--- src/rtl/regfile_wb_sched_if.sv ---
// Bundle between the execute stage, the load unit, the issue stage and the
// register-file write port. The scheduler takes the slave side.
interface regfile_wb_sched_if #(
  parameter int LD_DEPTH = 2
);
  localparam int CW = $clog2(LD_DEPTH) + 1;

  logic          ex_valid;
  logic [4:0]    ex_rd;
  logic [31:0]   ex_data;
  logic          ld_issue;
  logic [4:0]    ld_issue_rd;
  logic          ld_valid;
  logic          ld_ready;
  logic [4:0]    ld_rd;
  logic [31:0]   ld_data;
  logic          wr;
  logic [4:0]    rd;
  logic [31:0]   rd_d;
  logic [4:0]    rs1;
  logic [4:0]    rs2;
  logic          rs1_busy;
  logic          rs2_busy;
  logic [CW-1:0] ld_count;
  logic          waw_err;

  modport master (
    output ex_valid, ex_rd, ex_data, ld_issue, ld_issue_rd,
           ld_valid, ld_rd, ld_data, rs1, rs2,
    input  ld_ready, wr, rd, rd_d, rs1_busy, rs2_busy, ld_count, waw_err
  );

  modport slave (
    input  ex_valid, ex_rd, ex_data, ld_issue, ld_issue_rd,
           ld_valid, ld_rd, ld_data, rs1, rs2,
    output ld_ready, wr, rd, rd_d, rs1_busy, rs2_busy, ld_count, waw_err
  );
endinterface

--- src/rtl/regfile_wb_sched.sv ---
// Write-back scheduler: shares the single regfile write port between execute
// results (highest priority) and buffered load returns, and tracks registers
// with loads in flight so decode can stall on stale sources.
module regfile_wb_sched #(
  parameter int LD_DEPTH = 2
) (
  input logic               clk,
  input logic               rst_n,
  regfile_wb_sched_if.slave bus
);
  localparam int PW = $clog2(LD_DEPTH);
  localparam int CW = PW + 1;
  localparam logic [CW-1:0] FULL_CNT = CW'(LD_DEPTH);
  localparam logic [CW-1:0] CNT_ONE  = CW'(1);
  localparam logic [CW-1:0] CNT_ZERO = CW'(0);
  localparam logic [PW-1:0] PTR_ONE  = PW'(1);
  localparam logic [PW-1:0] PTR_ZERO = PW'(0);

  logic [4:0]    fifo_rd_r   [LD_DEPTH];
  logic [31:0]   fifo_data_r [LD_DEPTH];
  logic [PW-1:0] head_r, head_nxt_s;
  logic [PW-1:0] tail_r, tail_nxt_s;
  logic [CW-1:0] count_r, count_nxt_s;
  logic          wr_r, wr_nxt_s;
  logic [4:0]    rd_r, rd_nxt_s;
  logic [31:0]   rd_d_r, rd_d_nxt_s;
  logic          from_ld_r, from_ld_nxt_s;
  logic [31:0]   busy_r, busy_nxt_s;
  logic          waw_err_r, waw_err_nxt_s;
  logic          ld_ready_s;
  logic          push_s;
  logic          pop_s;

  // Load handshake: ready depends only on occupancy, a pop needs an idle execute slot.
  always_comb begin
    ld_ready_s = (count_r != FULL_CNT);
    push_s     = bus.ld_valid & ld_ready_s;
    pop_s      = ~bus.ex_valid & (count_r != CNT_ZERO);
  end

  // Next-state: port arbitration, FIFO pointers, scoreboard and sticky WAW flag.
  always_comb begin
    head_nxt_s    = head_r;
    tail_nxt_s    = tail_r;
    count_nxt_s   = count_r;
    wr_nxt_s      = 1'b0;
    rd_nxt_s      = rd_r;
    rd_d_nxt_s    = rd_d_r;
    from_ld_nxt_s = 1'b0;
    busy_nxt_s    = busy_r;
    waw_err_nxt_s = waw_err_r;

    // Execute always wins; register 0 consumes the slot without writing.
    if (bus.ex_valid) begin
      wr_nxt_s   = (bus.ex_rd != 5'd0);
      rd_nxt_s   = bus.ex_rd;
      rd_d_nxt_s = bus.ex_data;
    end else if (pop_s) begin
      wr_nxt_s      = (fifo_rd_r[head_r] != 5'd0);
      rd_nxt_s      = fifo_rd_r[head_r];
      rd_d_nxt_s    = fifo_data_r[head_r];
      from_ld_nxt_s = (fifo_rd_r[head_r] != 5'd0);
      head_nxt_s    = head_r + PTR_ONE;
    end else begin
      wr_nxt_s = 1'b0;
    end

    if (push_s) begin
      tail_nxt_s = tail_r + PTR_ONE;
    end else begin
      tail_nxt_s = tail_r;
    end

    case ({push_s, pop_s})
      2'b10:   count_nxt_s = count_r + CNT_ONE;
      2'b01:   count_nxt_s = count_r - CNT_ONE;
      default: count_nxt_s = count_r;
    endcase

    // The write now on the port commits at this edge; a load commit frees its register.
    if (wr_r & from_ld_r) begin
      busy_nxt_s[rd_r] = 1'b0;
    end else begin
      busy_nxt_s = busy_nxt_s;
    end

    // Applied after the clear so a same-edge re-issue keeps the register busy.
    if (bus.ld_issue & (bus.ld_issue_rd != 5'd0)) begin
      busy_nxt_s[bus.ld_issue_rd] = 1'b1;
    end else begin
      busy_nxt_s = busy_nxt_s;
    end
    busy_nxt_s[0] = 1'b0;

    if (bus.ex_valid & (bus.ex_rd != 5'd0) & busy_r[bus.ex_rd]) begin
      waw_err_nxt_s = 1'b1;
    end else begin
      waw_err_nxt_s = waw_err_r;
    end
  end

  // Control and output registers; reset drops any pending write immediately.
  always_ff @(posedge clk or negedge rst_n) begin
    if (!rst_n) begin
      head_r    <= PTR_ZERO;
      tail_r    <= PTR_ZERO;
      count_r   <= CNT_ZERO;
      wr_r      <= 1'b0;
      rd_r      <= 5'd0;
      rd_d_r    <= 32'd0;
      from_ld_r <= 1'b0;
      busy_r    <= 32'd0;
      waw_err_r <= 1'b0;
    end else begin
      head_r    <= head_nxt_s;
      tail_r    <= tail_nxt_s;
      count_r   <= count_nxt_s;
      wr_r      <= wr_nxt_s;
      rd_r      <= rd_nxt_s;
      rd_d_r    <= rd_d_nxt_s;
      from_ld_r <= from_ld_nxt_s;
      busy_r    <= busy_nxt_s;
      waw_err_r <= waw_err_nxt_s;
    end
  end

  // Load-result storage, written at the tail on an accepted beat.
  always_ff @(posedge clk or negedge rst_n) begin
    if (!rst_n) begin
      for (int i = 0; i < LD_DEPTH; i++) begin
        fifo_rd_r[i]   <= 5'd0;
        fifo_data_r[i] <= 32'd0;
      end
    end else if (push_s) begin
      fifo_rd_r[tail_r]   <= bus.ld_rd;
      fifo_data_r[tail_r] <= bus.ld_data;
    end
  end

  assign bus.ld_ready = ld_ready_s;
  assign bus.ld_count = count_r;
  assign bus.wr       = wr_r;
  assign bus.rd       = rd_r;
  assign bus.rd_d     = rd_d_r;
  assign bus.waw_err  = waw_err_r;
  // Bit 0 of the scoreboard is never set, so register 0 always reads not-busy.
  assign bus.rs1_busy = busy_r[bus.rs1];
  assign bus.rs2_busy = busy_r[bus.rs2];
endmodule

--- src/flat_wrapper.sv ---
// flat-port wrapper written by rule: the top's interface ports become plain ports
module regfile_wb_sched_flat 
#(
  parameter int LD_DEPTH = 2
)
  (clk, rst_n, bus_ex_valid, bus_ex_rd, bus_ex_data, bus_ld_issue, bus_ld_issue_rd, bus_ld_valid, bus_ld_rd, bus_ld_data, bus_rs1, bus_rs2, bus_ld_ready, bus_wr, bus_rd, bus_rd_d, bus_rs1_busy, bus_rs2_busy, bus_ld_count, bus_waw_err);
  regfile_wb_sched_if #(.LD_DEPTH(LD_DEPTH)) bus_i ();
  input logic clk;
  input logic rst_n;
  input wire logic [$bits(bus_i.ex_valid)-1:0] bus_ex_valid;
  input wire logic [$bits(bus_i.ex_rd)-1:0] bus_ex_rd;
  input wire logic [$bits(bus_i.ex_data)-1:0] bus_ex_data;
  input wire logic [$bits(bus_i.ld_issue)-1:0] bus_ld_issue;
  input wire logic [$bits(bus_i.ld_issue_rd)-1:0] bus_ld_issue_rd;
  input wire logic [$bits(bus_i.ld_valid)-1:0] bus_ld_valid;
  input wire logic [$bits(bus_i.ld_rd)-1:0] bus_ld_rd;
  input wire logic [$bits(bus_i.ld_data)-1:0] bus_ld_data;
  input wire logic [$bits(bus_i.rs1)-1:0] bus_rs1;
  input wire logic [$bits(bus_i.rs2)-1:0] bus_rs2;
  output wire logic [$bits(bus_i.ld_ready)-1:0] bus_ld_ready;
  output wire logic [$bits(bus_i.wr)-1:0] bus_wr;
  output wire logic [$bits(bus_i.rd)-1:0] bus_rd;
  output wire logic [$bits(bus_i.rd_d)-1:0] bus_rd_d;
  output wire logic [$bits(bus_i.rs1_busy)-1:0] bus_rs1_busy;
  output wire logic [$bits(bus_i.rs2_busy)-1:0] bus_rs2_busy;
  output wire logic [$bits(bus_i.ld_count)-1:0] bus_ld_count;
  output wire logic [$bits(bus_i.waw_err)-1:0] bus_waw_err;
  assign bus_i.ex_valid = bus_ex_valid;
  assign bus_i.ex_rd = bus_ex_rd;
  assign bus_i.ex_data = bus_ex_data;
  assign bus_i.ld_issue = bus_ld_issue;
  assign bus_i.ld_issue_rd = bus_ld_issue_rd;
  assign bus_i.ld_valid = bus_ld_valid;
  assign bus_i.ld_rd = bus_ld_rd;
  assign bus_i.ld_data = bus_ld_data;
  assign bus_i.rs1 = bus_rs1;
  assign bus_i.rs2 = bus_rs2;
  assign bus_ld_ready = bus_i.ld_ready;
  assign bus_wr = bus_i.wr;
  assign bus_rd = bus_i.rd;
  assign bus_rd_d = bus_i.rd_d;
  assign bus_rs1_busy = bus_i.rs1_busy;
  assign bus_rs2_busy = bus_i.rs2_busy;
  assign bus_ld_count = bus_i.ld_count;
  assign bus_waw_err = bus_i.waw_err;
  regfile_wb_sched #(.LD_DEPTH(LD_DEPTH)) u_core (.clk(clk), .rst_n(rst_n), .bus(bus_i));
endmodule
--- config.mk ---
export PLATFORM = sky130hd
export DESIGN_NAME = regfile_wb_sched_flat
export DESIGN_NICKNAME = d
export VERILOG_FILES = /design/src/rtl/regfile_wb_sched_if.sv /design/src/rtl/regfile_wb_sched.sv /design/src/flat_wrapper.sv
export SDC_FILE = /design/constraint.sdc
export NUM_CORES = 1
export LEC_CHECK = 0
export CAP_MARGIN = 15
export CORE_AREA = 3 3 130 120
export DETAILED_ROUTE_END_ITERATION = 16
export DIE_AREA = 0 0 133 123
export PLACE_DENSITY = 0.81
export SLEW_MARGIN = 20
export SYNTH_ARGS = -nofsm -noshare
export SYNTH_HDL_FRONTEND = slang
export SYNTH_SLANG_ARGS = --single-unit
--- constraint.sdc ---
create_clock -name clk -period 2.3 [get_ports clk]
set_input_delay 0.345 -clock clk [delete_from_list [all_inputs] [get_ports clk]]
set_output_delay 0.345 -clock clk [all_outputs]
set_load 0.03 [all_outputs]
== After elaboration in Yosys (flattened, before gate mapping) ==
Cells that the tools add are included.
Operators by class
  magnitude comparators: 10
  reductions and logical operators: 10
  muxes and demuxes: 32
  bitwise operators: 12
  add/subtract/negate cells: 4
  equality and inequality tests: 3
Operators with widths (count)
  $mux 32: 8
  $bwmux 64: 1
  $and 32x32->32: 1
  $demux 32 s1: 1
  $not 32->32: 1
  $or 32x32->32: 1
  $lt 5x6->1 const B: 5
  $mux 5: 6
  $bmux 1 s5: 3
  $reduce_bool 5->1: 3
  $bwmux 10: 1
  $demux 1 s5: 2
  $ge 5x1->1 const B: 2
  $mux 1: 8
  $and 1x1->1: 6
  $reduce_bool 2->1: 3
  $demux 5 s1: 1
  $ge 2x2->1 const B: 2
  $not 1->2: 2
  $pmux 2 s2: 1
  $logic_and 1x1->1: 3
  $add 1x1->1 const B: 2
  $add 2x1->2 const B: 1
  $eq 2x1->1 const B: 1
  6 further kinds: 6
Storage, ports and cells
  word-level logic and storage cells: 84
  input port bits: 94
  flip-flop bits (word level): 149
  output and inout bits: 44

== Logic depth before layout (Yosys ltp) ==
  depth after elaboration: 9
  gate-level depth with buffers: 7
  depth with buffers taken out: 6

== Worst setup path after synthesis ==
OpenSTA, ideal clock, no wires.
  path type: input-to-output
  from: input bus_rs1[0]
  to: output bus_rs1_busy
  stages on the path: 4
  path slack: 0.064 ns
  data required time: 1.955 ns
  path buffers: 1
  arrival: 1.891 ns
  cells stage by stage: buf_2 mux4_2 mux4_2 mux2_2
Between the ends
  cells in the longest elaborated chain, start to end: 2
Ends and longest elaborated chain
  start: declaration: RTL line flat_wrapper.sv:18  | input wire logic [$bits(bus_i.rs1)-1:0] bus_rs1;
  $bmux 1 s5: RTL line regfile_wb_sched.sv:147  | assign bus.rs1_busy = busy_r[bus.rs1];
  $mux 1 (not written as such): RTL line regfile_wb_sched.sv:147
  end: declaration: RTL line flat_wrapper.sv:24  | output wire logic [$bits(bus_i.rs1_busy)-1:0] bus_rs1_busy;
Every way passes these cells. The select of a mux whose other input is x is not followed.

== Final worst setup path ==
  from: register u_core.busy_r[23]
  to: output bus_rs1_busy
Between the ends
  cells in the longest elaborated chain, start to end: 2
Ends and longest elaborated chain
  start: declaration: RTL line regfile_wb_sched.sv:28  | logic [31:0] busy_r, busy_nxt_s;
  start signal: assignment: RTL line regfile_wb_sched.sv:122  | busy_r <= busy_nxt_s;
  $bmux 1 s5: RTL line regfile_wb_sched.sv:147
  $mux 1 (not written as such): RTL line regfile_wb_sched.sv:147
Every way passes these cells. The select of a mux whose other input is x is not followed.

==> flow_metrics.env <==
export IMPL_rows=42
export IMPL_drv_cap=0
export IMPL_finClkSkew_ps=8.55
export IMPL_grt_start_max_net_pins=69
export IMPL_crit_family="multiplexers"
export IMPL_cts_tree="done"
export IMPL_syn_area_um2=7130
export IMPL_n_antenna_cell=0
export IMPL_cts_root_buf="clkbuf_16"
export IMPL_rsz0062_at_grt="true"
export IMPL_drt_pass1_iterations=6
export IMPL_cp_max_fo=3
export IMPL_area_growth_pct=35.9
export IMPL_core_area_um2=14500
export IMPL_synth_edf_count=0
export IMPL_synth_seq_cells=149
export IMPL_ios=138
export IMPL_async_flop_share_pct=100
export IMPL_yosysWarnings=0
export IMPL_rrSetupSlack_ps=410
export IMPL_hold_viol=0
export IMPL_period_needed_ps=2560
export IMPL_cts_buffer_depth=2
export IMPL_status="finished with violations"
export IMPL_final_cells=992
export IMPL_arrival_ps=2220
export IMPL_drc=0
export IMPL_maxSlewViolCount=0
export IMPL_path_cells="mux4_2, mux4_2, mux2_4, buf_6"
export IMPL_die_area_um2=16400
export IMPL_clock_sinks=149
export IMPL_drt_iter0_drc=473
export IMPL_cts_buffers=17
export IMPL_antenna_found_initial=0
export IMPL_drt_wl_total_um=18900
export IMPL_max_freq_mhz=390
export IMPL_grtUsageTotal_pct=23.8
export IMPL_grt_overflow_total=0
export IMPL_yosysTopAreaCell="dfrtp_1"
export IMPL_leakage_nw=4.00
export IMPL_critPathBufInv=1
export IMPL_synthTopCellsByArea="dfrtp_1 52%, mux2_2 13%, o21ai_0 7.3%, mux4_2 7.3%, mux2i_1 6.5%"
export IMPL_floorplan_initialDensity_pct=49.4
export IMPL_yosysMostFrequentCell="dfrtp_1"
export IMPL_fin_worst_hold_slack_ps=300
export IMPL_netlist_instances=612
export IMPL_yosys_cell_types_count=34
export IMPL_relSlewSlack_pct=63.7
export IMPL_drive_gt1_share_pct=24.1
export IMPL_synth_yosys_seq_area_share_pct=52.3
export IMPL_path_clk_slew_ps=60
export IMPL_vias=5612
export IMPL_crit_top_cell="mux4_2"
export IMPL_dieHeight_um=123
export IMPL_hold_depth=3
export IMPL_critPathMaxStageDelay_ps=480
export IMPL_place_gp_congestion=0.931
export IMPL_grt_pass1_wl_um=30700
export IMPL_powerDensity_nw_per_um2=1360
export IMPL_syn_nets=707
export IMPL_vias_per_cell=5.66
export IMPL_ir_drop_mv=0.935
export IMPL_r2r_worst_path_cells=5
export IMPL_ys_flop_type="dfrtp_1"
export IMPL_synth_top_area_share_pct=52.3
export IMPL_ant_nets=0
export IMPL_grt_pass1_vias=5976
export IMPL_tightest_slew_ps=544
export IMPL_cp_required_ps=1960
export IMPL_h_tree_depth=4
export IMPL_insertion_delay_ps=420
export IMPL_crit_path_end_kind="output pin"
export IMPL_min_path_type="input pin to flop"
export IMPL_hpwl_um=13100
export IMPL_place_inst=957
export IMPL_avgRoutedWirePerCell_um=19.0
export IMPL_start_kind="flop"
export IMPL_crit_slowest_cell="mux4_2"
export IMPL_finalCritPeriodShare_pct=111
export IMPL_path_class="flop to output pin"
export IMPL_fin_nets=877
export IMPL_syn_area_per_cell_um2=11.7
export IMPL_violations="negative setup slack"
export IMPL_portBuffers=137
export IMPL_cp_num_cells=4
export IMPL_setup_viol=2
export IMPL_setup_ws_ps=-262
export IMPL_die_w_um=133
export IMPL_dp_slack_ps=-929
export IMPL_synthTopCellsByCount="149 x dfrtp_1, 104 x o21ai_0, 80 x mux2_2"
final cells by class:
class                           count  area, um^2
Inverter                            3        11.3
Tap cell                          198         248
Clock buffer                       20         437
Multi-Input combinational cell    424        3260
Timing Repair Buffer              187        1860
Fill cell                        1070        4760
Clock inverter                     11         153
Sequential cell                   149        3730
cell families after synthesis:
| family | share of synthesized area (%) |
|---|---|
| compound gates | 10.3 |
| xor+xnor | 0.614 |
| fa+ha+maj | 0.175 |
| buf+inv | 2.35 |
| flops | 52.3 |
| mux | 26.3 |
| simple gates | 7.89 |
metrics by stage:
step / util, % / area (um^2) / setup TNS, ps / power, mW
global placement: 62.7 / 9060 / -1750 / 10.1
detailed placement: 62.7 / 9060 / -1830 / 10.3
global route: 67.1 / 9700 / -608 / 14.0
finish: 67.1 / 9700 / -511 / 13.2
CTS: 66.9 / 9670 / -536 / 13.2
floorplan: - / 7130 / 0 / 8.09
tightest hold or removal path: stages:
cell	delay, ps
buf_2	180
nand2_1	80
o21ai_0	70
path summary, 6_finish.rpt:
kind                                         from                      to
min in group asynchronous                   rst_n       u_core.busy_r[11]
min                                  bus_ex_valid        u_core.bus.rd[2]
max reg2reg                u_core.bus.ld_count[0]  u_core.fifo_data_r[54]
max                             u_core.busy_r[23]            bus_rs1_busy
max in group asynchronous                   rst_n  u_core.fifo_data_r[21]
min reg2reg                   u_core.fifo_rd_r[7]     u_core.fifo_rd_r[7]
flip-flops by register name, summed over array words and instances (netlist names):
name,count
u_core.tail_r,1
u_core.from_ld_r,1
u_core.bus.wr,1
u_core.bus.rd,5
u_core.bus.ld_count,2
u_core.fifo_data_r,64
u_core.bus.waw_err,1
u_core.fifo_rd_r,10
u_core.busy_r,31
u_core.head_r,1
u_core.bus.rd_d,32
metal layers:
| metal | global-route usage (%) | up-vias | part of all wire, % |
|---|---|---|---|
| li1 | - | 2560 | - |
| met1 | 30.0 | 2792 | 42 |
| met2 | 39.5 | 220 | 48 |
| met3 | 7.97 | 40 | 7.8 |
| met4 | 7.47 | 0 | 2.0 |
| met5 | 0 | - | 0 |
placed cells by master (no fill, tap or decap), types with 23 or more instances in the layout:
| cell type | netlist | final |
|---|---|---|
| o21ai_0 | 104 | 104 |
| mux4_2 | 23 | 23 |
| nor2_1 | 45 | 44 |
| buf_4 | 2 | 39 |
| mux2i_1 | 46 | 46 |
| mux2_2 | 80 | 78 |
| dfrtp_1 | 149 | 148 |
| a21oi_1 | 35 | 35 |
| clkdlybuf4s50_1 | 0 | 130 |
| nand2_1 | 50 | 50 |
timing repair:
action                                  CTS  global route
gates cloned                              0             0
endpoints found under the setup margin    2             3
buffers inserted                          1             2
gates resized for setup                  18             3
endpoints found under the hold margin    54             0
hold buffers                              1             0
report_power, final:
part	switching (mW)	total (mW)	internal [mW]
Sequential	0.863	4.71	3.84
Combinational	2.77	5.65	2.88
Clock	1.11	2.82	1.71
Total	4.75	13.2	8.43
Note: power is estimated with default switching activity, not from simulation.
